<file path="config.mk">
export PLATFORM = sky130hd
export DESIGN_NAME = fetch_seq
export DESIGN_NICKNAME = d
export VERILOG_FILES = /design/src/rtl/fetch_seq.sv
export SDC_FILE = /design/constraint.sdc
export NUM_CORES = 1
export LEC_CHECK = 0
export ABC_AREA = 1
export BUFFER_PORTS_ARGS = -buffer_cell sky130_fd_sc_hd__buf_2
export CAP_MARGIN = 30
export CELL_PAD_IN_SITES_DETAIL_PLACEMENT = 0
export CELL_PAD_IN_SITES_GLOBAL_PLACEMENT = 1
export CORE_ASPECT_RATIO = 1.75
export CORE_MARGIN = 2
export CORE_UTILIZATION = 25
export DETAILED_ROUTE_END_ITERATION = 10
export PLACE_DENSITY_LB_ADDON = 0.1
export SLEW_MARGIN = 0
export SYNTH_ARGS = -nofsm -noshare
export SYNTH_HDL_FRONTEND = slang
export SYNTH_SLANG_ARGS = --single-unit
</file>
<file path="constraint.sdc">
create_clock -name clk -period 1.4 [get_ports clk]
set_input_delay 0.07 -clock clk [delete_from_list [all_inputs] [get_ports clk]]
set_output_delay 0.07 -clock clk [all_outputs]
set_load 0.01 [all_outputs]
</file>
<file path="src/rtl/fetch_seq.sv">
// fetch_seq: program-counter sequencer with RUN/WAIT_HI/WAIT_LO/HALT control; FETCH_SEQ_CALL_STACK_EN adds a one-entry return register.
// Latency: address is the PC register, one update per edge; handshake is seen 2 edges late; no backpressure (WAIT states stall the PC).
module fetch_seq #(
  parameter int Psize = 6,
  parameter int Osize = 6
) (
  input  logic             clk,
  input  logic             nReset,
  input  logic             branch_abs,
  input  logic             branch_rel,
  input  logic [Psize-1:0] target,
  input  logic [Osize-1:0] offset,
  input  logic             wait_req,
  input  logic             halt_req,
  input  logic             call_req,
  input  logic             ret_req,
  input  logic             handshake,
  output logic [Psize-1:0] address,
  output logic             run,
  output logic             waiting,
  output logic             halted
);

  typedef enum logic [1:0] {
    S_RUN     = 2'd0,
    S_WAIT_HI = 2'd1,
    S_WAIT_LO = 2'd2,
    S_HALT    = 2'd3
  } state_t;

  state_t           state;
  logic [Psize-1:0] pc;
  logic [Psize-1:0] pc_inc;
  logic [Psize-1:0] off_ext;
  logic [Psize-1:0] pc_rel;
  logic             hs_meta;
  logic             hs_sync;

  assign address = pc;
  assign pc_inc  = pc + Psize'(1);
  // size cast of a signed operand sign-extends; the add wraps modulo 2^Psize
  assign off_ext = Psize'(signed'(offset));
  assign pc_rel  = pc + off_ext;

  always_ff @(posedge clk or negedge nReset) begin
    if (!nReset) begin
      hs_meta <= 1'b0;
      hs_sync <= 1'b0;
    end else begin
      hs_meta <= handshake;
      hs_sync <= hs_meta;
    end
  end

`ifdef FETCH_SEQ_CALL_STACK_EN
  logic [Psize-1:0] ret_addr;

  always_ff @(posedge clk or negedge nReset) begin
    if (!nReset) begin
      ret_addr <= '0;
    end else if (state == S_RUN && !halt_req && !wait_req && !ret_req && call_req) begin
      ret_addr <= pc_inc;
    end
  end
`else
  logic unused_ret_req;
  assign unused_ret_req = ret_req;
`endif

  always_ff @(posedge clk or negedge nReset) begin
    if (!nReset) begin
      state   <= S_RUN;
      pc      <= '0;
      run     <= 1'b1;
      waiting <= 1'b0;
      halted  <= 1'b0;
    end else begin
      case (state)
        S_RUN: begin
          if (halt_req) begin
            state   <= S_HALT;
            run     <= 1'b0;
            halted  <= 1'b1;
          end else if (wait_req) begin
            state   <= S_WAIT_HI;
            run     <= 1'b0;
            waiting <= 1'b1;
`ifdef FETCH_SEQ_CALL_STACK_EN
          end else if (ret_req) begin
            pc <= ret_addr;
          end else if (call_req || branch_abs) begin
            pc <= target;
`else
          end else if (call_req || branch_abs) begin
            pc <= target;
`endif
          end else if (branch_rel) begin
            pc <= pc_rel;
          end else begin
            pc <= pc_inc;
          end
        end
        S_WAIT_HI: begin
          if (hs_sync) begin
            state <= S_WAIT_LO;
          end
        end
        S_WAIT_LO: begin
          if (!hs_sync) begin
            state   <= S_RUN;
            pc      <= pc_inc;
            run     <= 1'b1;
            waiting <= 1'b0;
          end
        end
        default: begin
          // HALT is left only through reset
          state <= S_HALT;
        end
      endcase
    end
  end

endmodule
</file>
After elaboration in Yosys (flattened, before gate mapping)
Cells that the tools add are included.

storage, ports and cells
  flip-flop bits (word level) = 13
  logic and storage cells = 44
  input port bits = 21

cells by class
  reduce and logical (&&, ||, !) cells = 8
  equal/unequal tests = 8
  add/sub/neg operators = 2
  multiplexer cells = 19

operators with widths
  operator                                                          count
  6-bit two-way mux                                                 5
  6-bit case mux with 2 select lines                                1
  2-bit inequality test (second input constant)                     5
  2-bit two-way mux                                                 4
  4-bit AND reduction                                               2
  6-bit by 1-bit adder with 6-bit output (second input constant)    1
  6-bit adder                                                       1
  1-bit two-way mux                                                 6
  2-bit case mux with 3 select lines                                1
  3-bit AND reduction                                               2
  1-bit case mux with 2 select lines                                2
  3-bit inequality test (second input constant)                     1
  2-bit by 1-bit == test with 1-bit output (second input constant)  1
  2-bit == test (second input constant)                             1
  2-bit zero test                                                   1
  2-bit AND reduction                                               1
  2-bit nonzero test                                                1
  1-bit logical OR                                                  1

Depth between registers and ports, before layout
  depth after elaboration = 6
  gate-level depth with buffers = 11

Worst setup path after synthesis
No wires, ideal clock.

  path type = reg-to-reg
  start point = register pc[0] (netlist: address[0])
  end point = register pc[4] (netlist: address[4])
  stages on the path, launching flop included = 12
  path slack = -235 ps
  library setup time = 65 ps
  arrival time = 1570 ps
  path buffers = 0
  cell sequence = dfrtp_1 ha_1 inv_1 fa_1 inv_1 nand3_1 a21o_1 nand3_1 nand2_1 nand2_1 nand2_1 nand2_1

between the ends
  word-level cells in the longest chain between the ends = 6

ends and longest elaborated chain
  what                                                                          line    RTL
  start: declaration                                                            32      logic [Psize-1:0] pc;
  start signal: assignment                                                      95      pc <= target;
  start signal: assignment                                                      98      pc <= pc_rel;
  start signal: assignment                                                      100     pc <= pc_inc;
  6-bit by 1-bit adder with 6-bit output / 6-bit adder (equally long branches)  40, 43
  6-bit two-way mux                                                             97      end else if (branch_rel) begin
  6-bit two-way mux                                                             94      end else if (call_req || branch_abs) begin
  6-bit two-way mux                                                             84      end else if (wait_req) begin
  6-bit two-way mux                                                             80      if (halt_req) begin
  6-bit case mux with 2 select lines (*)                                        78      case (state)

Mark *: on every way between the ends. The rest lies on a longest branch, timed or not. The select of a mux whose other input is x is not followed.
A chain may end at the register's enable or synchronous reset.

Worst setup path after layout
Ends and elaborated chain as after synthesis.

==> flow_metrics.env <==
export IMPL_synth_top_area_frac=0.271
export IMPL_die_w_um=54.3
export IMPL_p_sw_mw=1.76
export IMPL_diodes=0
export IMPL_numCtsBuffers=3
export IMPL_fmaxAchievable_ghz=0.640
export IMPL_synthAdderAreaFrac=0.131
export IMPL_grt_first_pass_wirelength_mm=5.53
export IMPL_pwr_share_clk=0.091
export IMPL_path_clk_slew_ps=70
export IMPL_p_sw_frac=0.451
export IMPL_slew_headroom=0.706
export IMPL_synth_area_leaders="dfrtp_1, nand2_1, ha_1"
export IMPL_synth_warnings=0
export IMPL_syn_area_per_cell_um2=7.14
export IMPL_synth_top_area_cell="dfrtp_1"
export IMPL_design_die_area_um2=5000
export IMPL_yosysUniqueCellTypes=29
export IMPL_areaGrowthSynthToFinish_pct=58.8
export IMPL_tightest_slew_ps=438
export IMPL_first_pass_iters=3
export IMPL_synth_seq_area_share=0.295
export IMPL_seq_area_um2=328
export IMPL_p_per_area_nw_per_um2=2230
export IMPL_io_pins=30
export IMPL_drv_cap=0
export IMPL_io_buffers=28
export IMPL_cp_arrival_ps=1750
export IMPL_finalMaxSlewViolations=0
export IMPL_vias=1182
export IMPL_pwr_share_comb=0.736
export IMPL_period_share=1.12
export IMPL_synth_seq_cells=13
export IMPL_n_fill_cell=478
export IMPL_netlist_instances=155
export IMPL_multi_input_area_um2=838
export IMPL_muxShareOfSynthArea=0
export IMPL_path_max_fanout=2
export IMPL_worst_skew_pair_late_latency_ps=250
export IMPL_placedCellCount=256
export IMPL_coreArea_um2=4320
export IMPL_drive_gt1_frac=0.481
export IMPL_nNetsFinal=249
export IMPL_wire_per_inst_um=12.2
export IMPL_p_leak_nw=0.918
export IMPL_grt_max_degree=14
export IMPL_min_period_ps=1560
export IMPL_setup_worst_path_end_class="flip-flop"
export IMPL_grt_overflow=0
export IMPL_htree_levels=1
export IMPL_setup_viol=6
export IMPL_rows=32
export IMPL_antenna_found_initial=0
export IMPL_ir_drop_mv=1.23
export IMPL_grt_pass1_vias=1251
export IMPL_startpoint_type="flip-flop"
export IMPL_holdWs_ps=126
export IMPL_cts_tree="yes"
export IMPL_syn_area_um2=1110
export IMPL_clock_sinks=13
export IMPL_p_int_mw=2.15
export IMPL_place_area_um2=1520
export IMPL_fin_skew_ps=9.00
export IMPL_violations="setup timing"
export IMPL_cp_required_ps=1590
export IMPL_initial_core_util=0.256
export IMPL_sequentialPowerShare=0.173
export IMPL_drt_wl_total_mm=3.26
export IMPL_cts_root_buf="clkbuf_8"
export IMPL_synthSimpleGateAreaFrac=0.301
export IMPL_instances_no_fill=267
export IMPL_drc=0
export IMPL_routabilityCongestion=0.806
export IMPL_worstSetupPathType="flip-flop to flip-flop"
export IMPL_synth_top_family_by_area="simple AND/OR/NAND/NOR gates"
export IMPL_viasPerCell=4.43
export IMPL_hold_viol=0
export IMPL_clockBufferDepth=2
export IMPL_status="finished, violations left"
export IMPL_grt_total_usage=0.152
export IMPL_synth_compound_area_frac=0.154
export IMPL_synth_xor_area_frac=0.0158
export IMPL_die_h_um=92.0
export IMPL_ant_nets=0
export IMPL_dp_slack_ps=-153
export IMPL_first_iter_violations=5
export IMPL_hold_path_class="input port to flip-flop"
export IMPL_layout_setup_ws_ps=-164
export IMPL_hpwlAfterDp_mm=2.68
export IMPL_rsz0062_at_grt="true"
export IMPL_finalInstanceArea_um2=1760
export IMPL_synth_net_count=187
==> power groups by stage <==
| stage | sequential, mW | clock, mW | combinational, mW |
|---|---|---|---|
| floorplan | 0.781 | 0 | 1.43 |
| CTS | 0.678 | 0.369 | 2.76 |
| global route | 0.707 | 0.389 | 3.23 |
| finish | 0.676 | 0.356 | 2.88 |
| detailed placement | 0.683 | 0 | 2.51 |
| global placement | 0.673 | 0 | 2.49 |
==> layout by cell type, fill, tap and decap left out, types with 2 or more instances in the layout <==
master / n
nor2_2: 2
inv_2: 6
xor2_1: 2
nor2_1: 4
buf_6: 2
o21ai_1: 7
dfrtp_1: 11
inv_1: 20
nand3_2: 3
a21oi_2: 3
a21oi_1: 7
dlygate4sd3_1: 2
nor2_4: 2
ha_1: 4
buf_2: 28
nand2_1: 38
ha_4: 5
buf_4: 26
clkbuf_8: 3
nand2_4: 6
o21ai_2: 3
o21ai_0: 3
nand2_2: 5
nand3_1: 8
==> cell type report <==
type                    count  share of cell area
multi-input cells         114               0.477
repair buffers             58               0.215
flip-flops and latches     13               0.186
inverters                  27              0.0591
well taps                  51              0.0363
clock buffers               3              0.0235
clock inverters             1             0.00285
==> metal layers <==
layer | track usage | wire length, um | vias to the layer above
li1 | - | - | 617
met1 | 0.150 | 1120 | 540
met2 | 0.297 | 2000 | 20
met3 | 0.0195 | 97 | 5
met4 | 0.0500 | 48 | 0
met5 | 0 | 0 | -
==> worst paths after layout <==
path	startpoint	end	slack [ps]	cells after the start
max	address[0]$_DFFE_PN0P_	address[4]$_DFFE_PN0P_	-160	11
min	target[5]	address[5]$_DFFE_PN0P_	130	5
max reg2reg	address[0]$_DFFE_PN0P_	address[4]$_DFFE_PN0P_	-160	11
min reg2reg	hs_meta$_DFF_PN0_	hs_sync$_DFF_PN0_	360	0
max in group asynchronous	nReset	run$_DFFE_PN1P_	870	2
min in group asynchronous	nReset	halted$_DFFE_PN0P_	240	2
==> flip-flops by register name, indices dropped and copies added, names as in the netlist <==
name	flops
halted	1
hs_meta	1
run	1
state	2
address	6
waiting	1
hs_sync	1
==> cell families (layout without fill, tap and decap cells) <==
family                   after synthesis  in the layout
flip-flops                            13             13
AO/OA/AOI/OAI                         28             28
AND/OR/NAND/NOR                       73             73
adder cells (fa/ha/maj)               11             11
XOR/XNOR                               2              2
buffers and inverters                 28             89
==> synth_stat cells (all sizes together) <==
library cell  instances
nand3b                1
nand2                49
ha                   10
a211oi                1
nor2                  9
a31o                  1
o21ai                14
o211ai                1
a21oi                10
nand3                12
dfrtp                12
buf                   1
inv                  27
a21o                  1
nand4                 1
dfstp                 1
fa                    1
nor3                  1
xor2                  2
==> through the flow <==
step	TNS (ps)	utilization	power (mW)
2_1_floorplan	-591	-	2.21
3_3_place_gp	-556	0.352	3.16
3_5_place_dp	-819	0.352	3.19
4_1_cts	-577	0.390	3.81
5_1_grt	-1500	0.407	4.33
6_report	-571	0.407	3.91
==> repair_timing <==
item                       CTS  global route
pin swaps                   10             8
setup endpoints to repair    9             9
gates resized for setup     17            14
hold endpoints to repair    13             0
hold buffers                 2             0
setup buffers                4             2
==> worst max-delay path, stage by stage (launching register included) <==
cell and delay [ps]:
dfrtp_1 360, ha_2 190, inv_2 40, fa_2 340, inv_2 70, nand3_2 60, a21o_1 170, nand3_1 70
nand2_1 50, nand2_1 50, nand2_1 40, nand2_1 50
Note: power is estimated with default switching activity, not from simulation.
